## src/rtl/pc_sequencer_if.sv

```systemverilog
// Instruction-fetch bus between the PC sequencer and the instruction ROM.
// The sequencer is the master: it issues the request and address, and the ROM answers with ready.
interface pc_sequencer_if #(
  parameter int PC_W = 8
);
  logic            imem_req;
  logic [PC_W-1:0] imem_addr;
  logic            imem_ready;

  modport master (output imem_req, imem_addr, input imem_ready);
  modport slave  (input imem_req, imem_addr, output imem_ready);
endinterface

```

## src/rtl/pc_sequencer.sv

```systemverilog
// Program-counter sequencer: IDLE/FETCH/EXEC control, branch/jump/jal/jr/ret target selection,
// and a circular return-address stack with sticky overflow/underflow flags.
module pc_sequencer #(
  parameter int PC_W      = 8,
  parameter int RAS_DEPTH = 4,
  parameter int RESET_PC  = 0
) (
  input  logic                       MAX10_CLK1_50,
  input  logic                       reset,
  pc_sequencer_if.master             imem,
  output logic                       instr_valid,
  input  logic                       stall,
  input  logic [2:0]                 br_cond,
  input  logic                       zero,
  input  logic                       less,
  input  logic [PC_W-1:0]            imm,
  input  logic                       jump,
  input  logic                       jal,
  input  logic                       jr,
  input  logic                       ret,
  input  logic [PC_W-1:0]            jump_addr,
  input  logic [PC_W-1:0]            jr_target,
  output logic [PC_W-1:0]            link_addr,
  output logic [$clog2(RAS_DEPTH):0] ras_count,
  output logic                       ras_overflow,
  output logic                       ras_underflow
);

  localparam int PTR_W = $clog2(RAS_DEPTH);
  localparam int CNT_W = PTR_W + 1;

  typedef enum logic [1:0] {IDLE, FETCH, EXEC} state_t;

  state_t          state;
  logic [PC_W-1:0] pc;
  logic [PC_W-1:0] pc_inc;
  logic [PC_W-1:0] next_pc;
  logic [PC_W-1:0] ras_mem [RAS_DEPTH];
  logic [PTR_W-1:0] ras_top;
  logic [PC_W-1:0] ras_top_val;
  logic            br_taken;
  logic            ras_empty;
  logic            ras_full;
  logic            advance;
  logic            do_push;
  logic            do_pop;

  assign pc_inc         = pc + PC_W'(1);
  assign link_addr      = pc_inc;
  assign imem.imem_addr = pc;
  assign ras_top_val    = ras_mem[ras_top];
  assign ras_empty      = (ras_count == '0);
  assign ras_full       = (ras_count == CNT_W'(RAS_DEPTH));

  // jr overrides everything on the stack; a simultaneous jal+ret is treated as a plain ret.
  assign advance = (state == EXEC) && !stall;
  assign do_push = advance && jal && !jr && !ret;
  assign do_pop  = advance && ret && !jr;

  always_comb begin
    br_taken = 1'b0;
    case (br_cond)
      3'd1:    br_taken = zero;
      3'd2:    br_taken = !zero;
      3'd3:    br_taken = less;
      3'd4:    br_taken = !less;
      3'd5:    br_taken = zero | less;
      3'd6:    br_taken = !zero && !less;
      default: br_taken = 1'b0;
    endcase
  end

  always_comb begin
    next_pc = pc_inc;
    if (jr) begin
      next_pc = jr_target;
    end else if (ret) begin
      next_pc = ras_empty ? pc_inc : ras_top_val;
    end else if (jump || jal) begin
      next_pc = jump_addr;
    end else if (br_taken) begin
      next_pc = pc_inc + imm;
    end
  end

  // A push always lands above the current top, so a full stack silently recycles its oldest slot.
  always_ff @(posedge MAX10_CLK1_50) begin
    if (do_push) begin
      ras_mem[ras_top + PTR_W'(1)] <= pc_inc;
    end
  end

  always_ff @(posedge MAX10_CLK1_50 or negedge reset) begin
    if (!reset) begin
      state         <= IDLE;
      pc            <= PC_W'(RESET_PC);
      imem.imem_req <= 1'b0;
      instr_valid   <= 1'b0;
      ras_top       <= '0;
      ras_count     <= '0;
      ras_overflow  <= 1'b0;
      ras_underflow <= 1'b0;
    end else begin
      case (state)
        IDLE: begin
          state         <= FETCH;
          imem.imem_req <= 1'b1;
        end
        FETCH: begin
          if (imem.imem_ready) begin
            state         <= EXEC;
            imem.imem_req <= 1'b0;
            instr_valid   <= 1'b1;
          end
        end
        EXEC: begin
          if (!stall) begin
            state         <= FETCH;
            pc            <= next_pc;
            imem.imem_req <= 1'b1;
            instr_valid   <= 1'b0;
            if (do_push) begin
              ras_top <= ras_top + PTR_W'(1);
              if (ras_full) begin
                ras_overflow <= 1'b1;
              end else begin
                ras_count <= ras_count + CNT_W'(1);
              end
            end else if (do_pop) begin
              if (ras_empty) begin
                ras_underflow <= 1'b1;
              end else begin
                ras_top   <= ras_top - PTR_W'(1);
                ras_count <= ras_count - CNT_W'(1);
              end
            end
          end
        end
        default: begin
          state         <= IDLE;
          imem.imem_req <= 1'b0;
          instr_valid   <= 1'b0;
        end
      endcase
    end
  end

endmodule

```

## src/flat_wrapper.sv

```systemverilog
// flat-port wrapper written by rule: the top's interface ports become plain ports
module pc_sequencer_flat 
#(
  parameter int PC_W      = 8,
  parameter int RAS_DEPTH = 4,
  parameter int RESET_PC  = 0
)
  (MAX10_CLK1_50, reset, instr_valid, stall, br_cond, zero, less, imm, jump, jal, jr, ret, jump_addr, jr_target, link_addr, ras_count, ras_overflow, ras_underflow, imem_imem_req, imem_imem_addr, imem_imem_ready);
  pc_sequencer_if #(.PC_W(PC_W)) imem_i ();
  input  logic MAX10_CLK1_50;
  input  logic reset;
  output logic instr_valid;
  input  logic stall;
  input  logic [2:0] br_cond;
  input  logic zero;
  input  logic less;
  input  logic [PC_W-1:0] imm;
  input  logic jump;
  input  logic jal;
  input  logic jr;
  input  logic ret;
  input  logic [PC_W-1:0] jump_addr;
  input  logic [PC_W-1:0] jr_target;
  output logic [PC_W-1:0] link_addr;
  output logic [$clog2(RAS_DEPTH):0] ras_count;
  output logic ras_overflow;
  output logic ras_underflow;
  output wire logic [$bits(imem_i.imem_req)-1:0] imem_imem_req;
  output wire logic [$bits(imem_i.imem_addr)-1:0] imem_imem_addr;
  input wire logic [$bits(imem_i.imem_ready)-1:0] imem_imem_ready;
  assign imem_imem_req = imem_i.imem_req;
  assign imem_imem_addr = imem_i.imem_addr;
  assign imem_i.imem_ready = imem_imem_ready;
  pc_sequencer #(.PC_W(PC_W), .RAS_DEPTH(RAS_DEPTH), .RESET_PC(RESET_PC)) u_core (.MAX10_CLK1_50(MAX10_CLK1_50), .reset(reset), .imem(imem_i), .instr_valid(instr_valid), .stall(stall), .br_cond(br_cond), .zero(zero), .less(less), .imm(imm), .jump(jump), .jal(jal), .jr(jr), .ret(ret), .jump_addr(jump_addr), .jr_target(jr_target), .link_addr(link_addr), .ras_count(ras_count), .ras_overflow(ras_overflow), .ras_underflow(ras_underflow));
endmodule
```

## config.mk

```make
export PLATFORM = sky130hd
export DESIGN_NAME = pc_sequencer_flat
export DESIGN_NICKNAME = d
export VERILOG_FILES = /design/src/rtl/pc_sequencer_if.sv /design/src/rtl/pc_sequencer.sv /design/src/flat_wrapper.sv
export SDC_FILE = /design/constraint.sdc
export NUM_CORES = 1
export LEC_CHECK = 0
export ABC_AREA = 1
export BUFFER_PORTS_ARGS = -buffer_cell sky130_fd_sc_hd__buf_2
export CORE_ASPECT_RATIO = 1.4
export CORE_UTILIZATION = 50
export DETAILED_ROUTE_END_ITERATION = 12
export GPL_TIMING_DRIVEN = 0
export PLACE_DENSITY = 0.86
export SETUP_SLACK_MARGIN = 0.2
export SKIP_CTS_REPAIR_TIMING = 1
export SLEW_MARGIN = 20
export SYNTH_ARGS = -nofsm -noshare
export SYNTH_HDL_FRONTEND = slang
export SYNTH_SLANG_ARGS = --single-unit
export TNS_END_PERCENT = 5
```

## constraint.sdc

```tcl
create_clock -name MAX10_CLK1_50 -period 2.1 [get_ports MAX10_CLK1_50]
set_clock_uncertainty 0.1 [all_clocks]
set_input_delay 0.42 -clock MAX10_CLK1_50 [delete_from_list [all_inputs] [get_ports MAX10_CLK1_50]]
set_output_delay 0.42 -clock MAX10_CLK1_50 [all_outputs]
set_load 0.03 [all_outputs]
```

### After elaboration in Yosys (flattened, before gate mapping)

Memory sizes are Yosys's and may differ from the RTL's.
Cells that the tools add are included.

* register bits: 19
* latch bits: 0
* memory bits (writable): 32
* ROM bits: 0
* bits of input ports: 37
* output and inout bits: 23
* logic and storage cells: 79
* memories kept: 1

Memory list
* u_core.ras_mem: depth 4, width 8, read ports 1, clocked after memory_dff 0, write ports 1, RTL line pc_sequencer.sv:38 `logic [PC_W-1:0] ras_mem [RAS_DEPTH];`

* $add $sub $neg: 6
* multipliers: 0
* divide/modulo/power cells: 0
* magnitude comparators: 0
* equal/unequal tests: 13
* shifts and indexed selects: 0
* mux-type cells: 24
* bitwise logic cells: 4
* reduce and logical (&&, ||, !) cells: 23

Operator list (count)
* two-way mux 8 bit: 5
* == test 3 bit (second input constant): 4
* two-way mux 3 bit: 4
* two-way mux 2 bit: 5
* AND reduction 5 bit: 2
* adder 8 x 1 -> 8 bit (second input constant): 1
* adder 8 bit: 1
* != test 2 bit (second input constant): 4
* AND reduction 4 bit: 2
* logical AND 1 bit: 7
* == test 3 x 2 -> 1 bit (second input constant): 2
* two-way mux 1 bit: 6
* case mux 1 bit (3 select lines): 2
* case mux 1 bit (6 select lines): 1
* case mux 2 bit (3 select lines): 1
* zero test 1 bit: 5
* AND reduction 2 bit: 2
* adder 3 x 1 -> 3 bit (second input constant): 1
* == test 3 x 1 -> 1 bit (second input constant): 1
* zero test 3 bit: 1
* NOT 1 bit: 3
* AND reduction 3 bit: 1
* subtractor 3 x 1 -> 3 bit (second input constant): 1
* adder 2 x 1 -> 2 bit (second input constant): 1
* other kinds (7): 7

### Longest topological paths before layout

* depth in word-level cells: 7
* depth in mapped cells: 17
* gate-level depth less buffers: 17

### Worst setup path after synthesis

No wires, ideal clock.

* kind: reg-to-reg
* from: register u_core.pc[0], in the netlist u_core.imem.imem_addr[0]
* to: register u_core.pc[7], in the netlist u_core.imem.imem_addr[7]
* setup time: 121 ps
* arrival time: 2630 ps
* data required time: 1879 ps
* setup slack: -751 ps
* stages on the path, launching flop included: 16
* path buffers: 0
* period minus slack after synthesis: 2851 ps
* cell sequence: dfrtp_1 ha_1 nand4_2 nor2_2 xor2_2 ha_1 nand2_1 inv_1 a21oi_1 nand2_1 nand2_1 nand3_1 nand2_1 nand3_1 nand2_1 a21oi_1

* longest elaborated chain between the ends: 6
* elaborated cells on any way between the ends: 7
* classes of those cells: add/sub: 2; mux: 5

Ends and longest elaborated chain
* start, declared: RTL line pc_sequencer.sv:35 `logic [PC_W-1:0] pc;`
* start signal, assigned: RTL line pc_sequencer.sv:96 `pc <= PC_W'(RESET_PC);`
* start signal, assigned: RTL line pc_sequencer.sv:119 `pc <= next_pc;`
* adder 8 x 1 -> 8 bit: RTL line pc_sequencer.sv:48 `assign pc_inc = pc + PC_W'(1);`
* net link_addr[6]: RTL line flat_wrapper.sv:24 `output logic [PC_W-1:0] link_addr;`
* adder 8 bit: RTL line pc_sequencer.sv:82 `next_pc = pc_inc + imm;`
* two-way mux 8 bit: RTL line pc_sequencer.sv:81 `end else if (br_taken) begin`
* two-way mux 8 bit: RTL line pc_sequencer.sv:79 `end else if (jump || jal) begin`
* two-way mux 8 bit: RTL line pc_sequencer.sv:77 `end else if (ret) begin`
* two-way mux 8 bit: RTL line pc_sequencer.sv:75 `if (jr) begin`

The timed path passes the listed nets, and every way through them passes these cells.
A chain may end at the register's enable or synchronous reset.

### Worst setup path after layout

* from: register u_core.pc[0], in the netlist u_core.imem.imem_addr[0]
* to: output port link_addr[6]

* longest elaborated chain between the ends: 1

Ends and longest elaborated chain (RTL line)
* adder 8 x 1 -> 8 bit: pc_sequencer.sv:48
* end, declared: flat_wrapper.sv:24

No other way between the ends.

==> flow_summary.toml <==
[power]
power_per_cell_area_mw_per_mm2 = 1540
ir_worst_vdd_mv = 0.996
p_leak_nw = 1.66

[yosys]
postSynthCellCount = 343
post_synth_num_cell_types = 40
ys_top_cells_by_count = "sky130_fd_sc_hd__nand2_1 (71), sky130_fd_sc_hd__nor2_1 (38), sky130_fd_sc_hd__inv_1 (35)"
ys_top_cells_by_area = "sky130_fd_sc_hd__edfxtp_1 (32%), sky130_fd_sc_hd__dfrtp_1 (15%), sky130_fd_sc_hd__nand2_1 (8.8%)"
mappedNetlistNets = 395
yosys_warnings = 0
synth.most_common_cell = "sky130_fd_sc_hd__nand2_1"
yosysTopAreaCell = "sky130_fd_sc_hd__edfxtp_1"
synthFlopType = "sky130_fd_sc_hd__edfxtp_1"
ys_seq_elements = 50
synth-edff-count = 32
synth_top_area_frac = 0.318
ys_async_sr_fraction = 0.360
ys_seq_area_frac = 0.467
syn_avg_cell_area_um2 = 8.81
synth.cell_area_mm2 = 0.00302

[finish]
layout-drive-gt1-share = 0.329
cell_area_after_layout_mm2 = 0.00375
filler_cell_count = 456
layoutNonFillerInstCount = 484
num-nets-final = 465
insertedDiodeCount = 0
layout-area-overhead-vs-synth_pct = 24.2

[timing]
unrepaired_setup_endpoints_after_global_routing = "true"
worst_slew_slack_as_a_fraction_of_its_limit = 0.671
fmax_mhz = 409
setup_violations = 8
final_critical_path_setup_slack_ps = -347
min_period_over_period = 1.17
period_needed_ps = 2450
maxSlewViolCount = 0
timing_hold_violations_final = 0
tightest_slew_ps = 494

[placed_design]
place.detailed.instances = 472
portBuffers = 59
placement.setup.worst_slack_ps = -409
dpl_wire_length_um = 5560
gp_routability_congestion = 0.874
placed_area_mm2 = 0.00346

[route]
route.detailed.drc = 0
route.met3.wl_um = 435
drtAntennaViolNets = 0
drt-met1-wl_um = 2850
detailroute.wirelength.met2_um = 4130
detail_route.wirelength_um = 7580
post_drt_via_cell_ratio = 5.44
top_layer = "met4"
detail_route.wl_per_cell_um = 15.7
first_pass_iteration_count_of_the_detailed_router = 5
total_vias_in_the_final_route = 2634
drt_iter0_drc = 191

[grt]
via_count_of_the_first_global_routing_pass = 2426
track_usage = 0.247
grt_first_pass_wirelength_um = 11500
antenna_found_initial = 0
congestion_overflow_gr = 0
grt_max_degree = 19

[floorplanning]
initial_utilization = 0.519
chipHeight_um = 94.0
placementRows = 33
ioPinCount = 60
coreArea_mm2 = 0.00582
floorplan.die.width_um = 67.7
die_area_mm2 = 0.00636

[critical_path]
worst_setup_path_start_kind = "register"
crit_path_end_kind = "output pin"
timing.setup.critical_path_class = "register to output pin"
timing.critical_path.from = "u_core.imem.imem_addr[0]$_DFFE_PN0P_"
cp_max_fo = 6
worst_r2r_startpoint = "u_core.imem.imem_addr[0]$_DFFE_PN0P_"
critical_path_arrival_ps = 1930
worstPathRequired_ps = 1580
cp_num_buf_inv = 2
timing.critical_path.slowest_cell_delay_ps = 500
cpMaxStageDelayCell = "sky130_fd_sc_hd__dfrtp_2"
worstPathCellList = "ha_4 > nand4_4 > nor2_4 > xor2_4 > buf_4 > clkbuf_4"
critical_path.top_delay_family = "flip-flops"

[cts]
cts_root_buf = "sky130_fd_sc_hd__clkbuf_8"
cts_max_path_buffers = 2
ctsHtreeMaxLevel = 2
clk_transition_reported_paths_ps = 100
cts_made_buffers = 5
clock_sink_count = 50
tritoncts = "built"
insertion_delay_ps = 310

[min_path]
hold_path.startpoint = "imem_imem_ready"
hold_path_class = "primary input to register"

[outcome]
status = "finished, violations left"
violations = "negative setup slack"

[flow_run]
maxCapViolations = 0
==> power breakdown <==
group	total (W)	internal (W)	switching [W]	leakage, nW
Sequential	0.00160	0.00135	0.000249	0.490
Clock	0.000689	0.000356	0.000333	0.0547
Combinational	0.00348	0.00128	0.00220	1.12
==> sequential cells by signal, indices dropped and copies added, names as in the netlist <==
name	cells
u_core.ras_mem	32
u_core.imem.imem_addr	8
u_core.ras_count	3
u_core.ras_top	2
u_core.state	2
u_core.instr_valid	1
u_core.ras_overflow	1
u_core.ras_underflow	1
==> worst reg2reg max path: stages (launching register included) <==
cell	delay, ps
sky130_fd_sc_hd__dfrtp_2	500
sky130_fd_sc_hd__ha_4	210
sky130_fd_sc_hd__nand4_4	120
sky130_fd_sc_hd__nor2_4	150
sky130_fd_sc_hd__xor2_4	230
sky130_fd_sc_hd__ha_4	250
sky130_fd_sc_hd__nand2_4	60
sky130_fd_sc_hd__inv_2	30
sky130_fd_sc_hd__a21oi_2	140
sky130_fd_sc_hd__nand2_1	70
sky130_fd_sc_hd__nand2_1	80
sky130_fd_sc_hd__nand3_1	80
sky130_fd_sc_hd__nand2_1	70
sky130_fd_sc_hd__nand3_1	60
sky130_fd_sc_hd__nand2_1	100
sky130_fd_sc_hd__a21oi_1	60
==> worst paths after layout <==
check                      cells past startpoint                              endpoint  slack, ps
min                                            2           u_core.state[0]$_DFFE_PN0P_        210
max in group asynchronous                      2  u_core.imem.imem_addr[1]$_DFFE_PN0P_       1110
min in group asynchronous                      2        u_core.instr_valid$_DFFE_PN0P_        470
max                                            6                          link_addr[6]       -350
min reg2reg                                    2       u_core.ras_overflow$_DFFE_PN0P_        370
max reg2reg                                   15  u_core.imem.imem_addr[7]$_DFFE_PN0P_       -340
==> per-layer routing <==
layer,GRT usage,vias to the layer above
li1,-,1288
met2,0.437,99
met3,0.0328,13
met1,0.295,1234
met5,0,-
met4,0.0922,0
==> cell type report <==
class | instances | area (um2) | share of cell area
Timing Repair Buffer | 63 | 348 | 0.0927
Tap cell | 70 | 87.6 | 0.0233
Clock inverter | 3 | 43.8 | 0.0117
Multi-Input combinational cell | 243 | 1570 | 0.418
Clock buffer | 5 | 68.8 | 0.0183
Buffer | 6 | 36.3 | 0.00967
Inverter | 44 | 183 | 0.0487
Sequential cell | 50 | 1420 | 0.378
==> kinds of logic after synthesis <==
| group | after synthesis | synth area share |
|---|---|---|
| compound gates | 72 | 0.138 |
| xor+xnor | 11 | 0.0344 |
| fa+ha+maj | 15 | 0.0671 |
| buf+inv | 50 | 0.0671 |
| flops | 50 | 0.467 |
| mux | 1 | 0.00497 |
| simple gates | 144 | 0.221 |
==> stage by stage <==
step                total power (W)  hold slack (ps)  setup TNS [ps]   util
floorplan                   0.00381             24.4           -1230      -
global placement            0.00457              275           -5140  0.595
detailed placement          0.00466              284           -6320  0.595
CTS                         0.00535            -54.0           -5770  0.614
global route                0.00609              199           -2360  0.645
finish                      0.00577              210           -1480  0.645
==> layout by cell type (no fill, tap or decap), drive strengths merged <==
cell         Yosys  final
o22a             1      1
bufinv           0      1
inv             44     45
o211ai           2      2
nand3           16     16
nand3b           1      1
mux2             1      1
nor3             2      2
o21ai           30     30
clkbuf           0      7
xnor2            5      5
ha              13     13
buf              6     66
edfxtp          32     32
dfrtp           18     18
dlygate4sd3      0      1
a21o             2      2
nor2            44     44
nand2           75     75
o21a             2      2
or2              3      3
a21oi           21     21
clkinvlp         0      1
nand4            3      3
fa               2      2
o221ai           5      5
a21boi           4      4
a31oi            3      3
o22ai            2      2
xor2             6      6
Note: power is estimated with default switching activity, not from simulation.
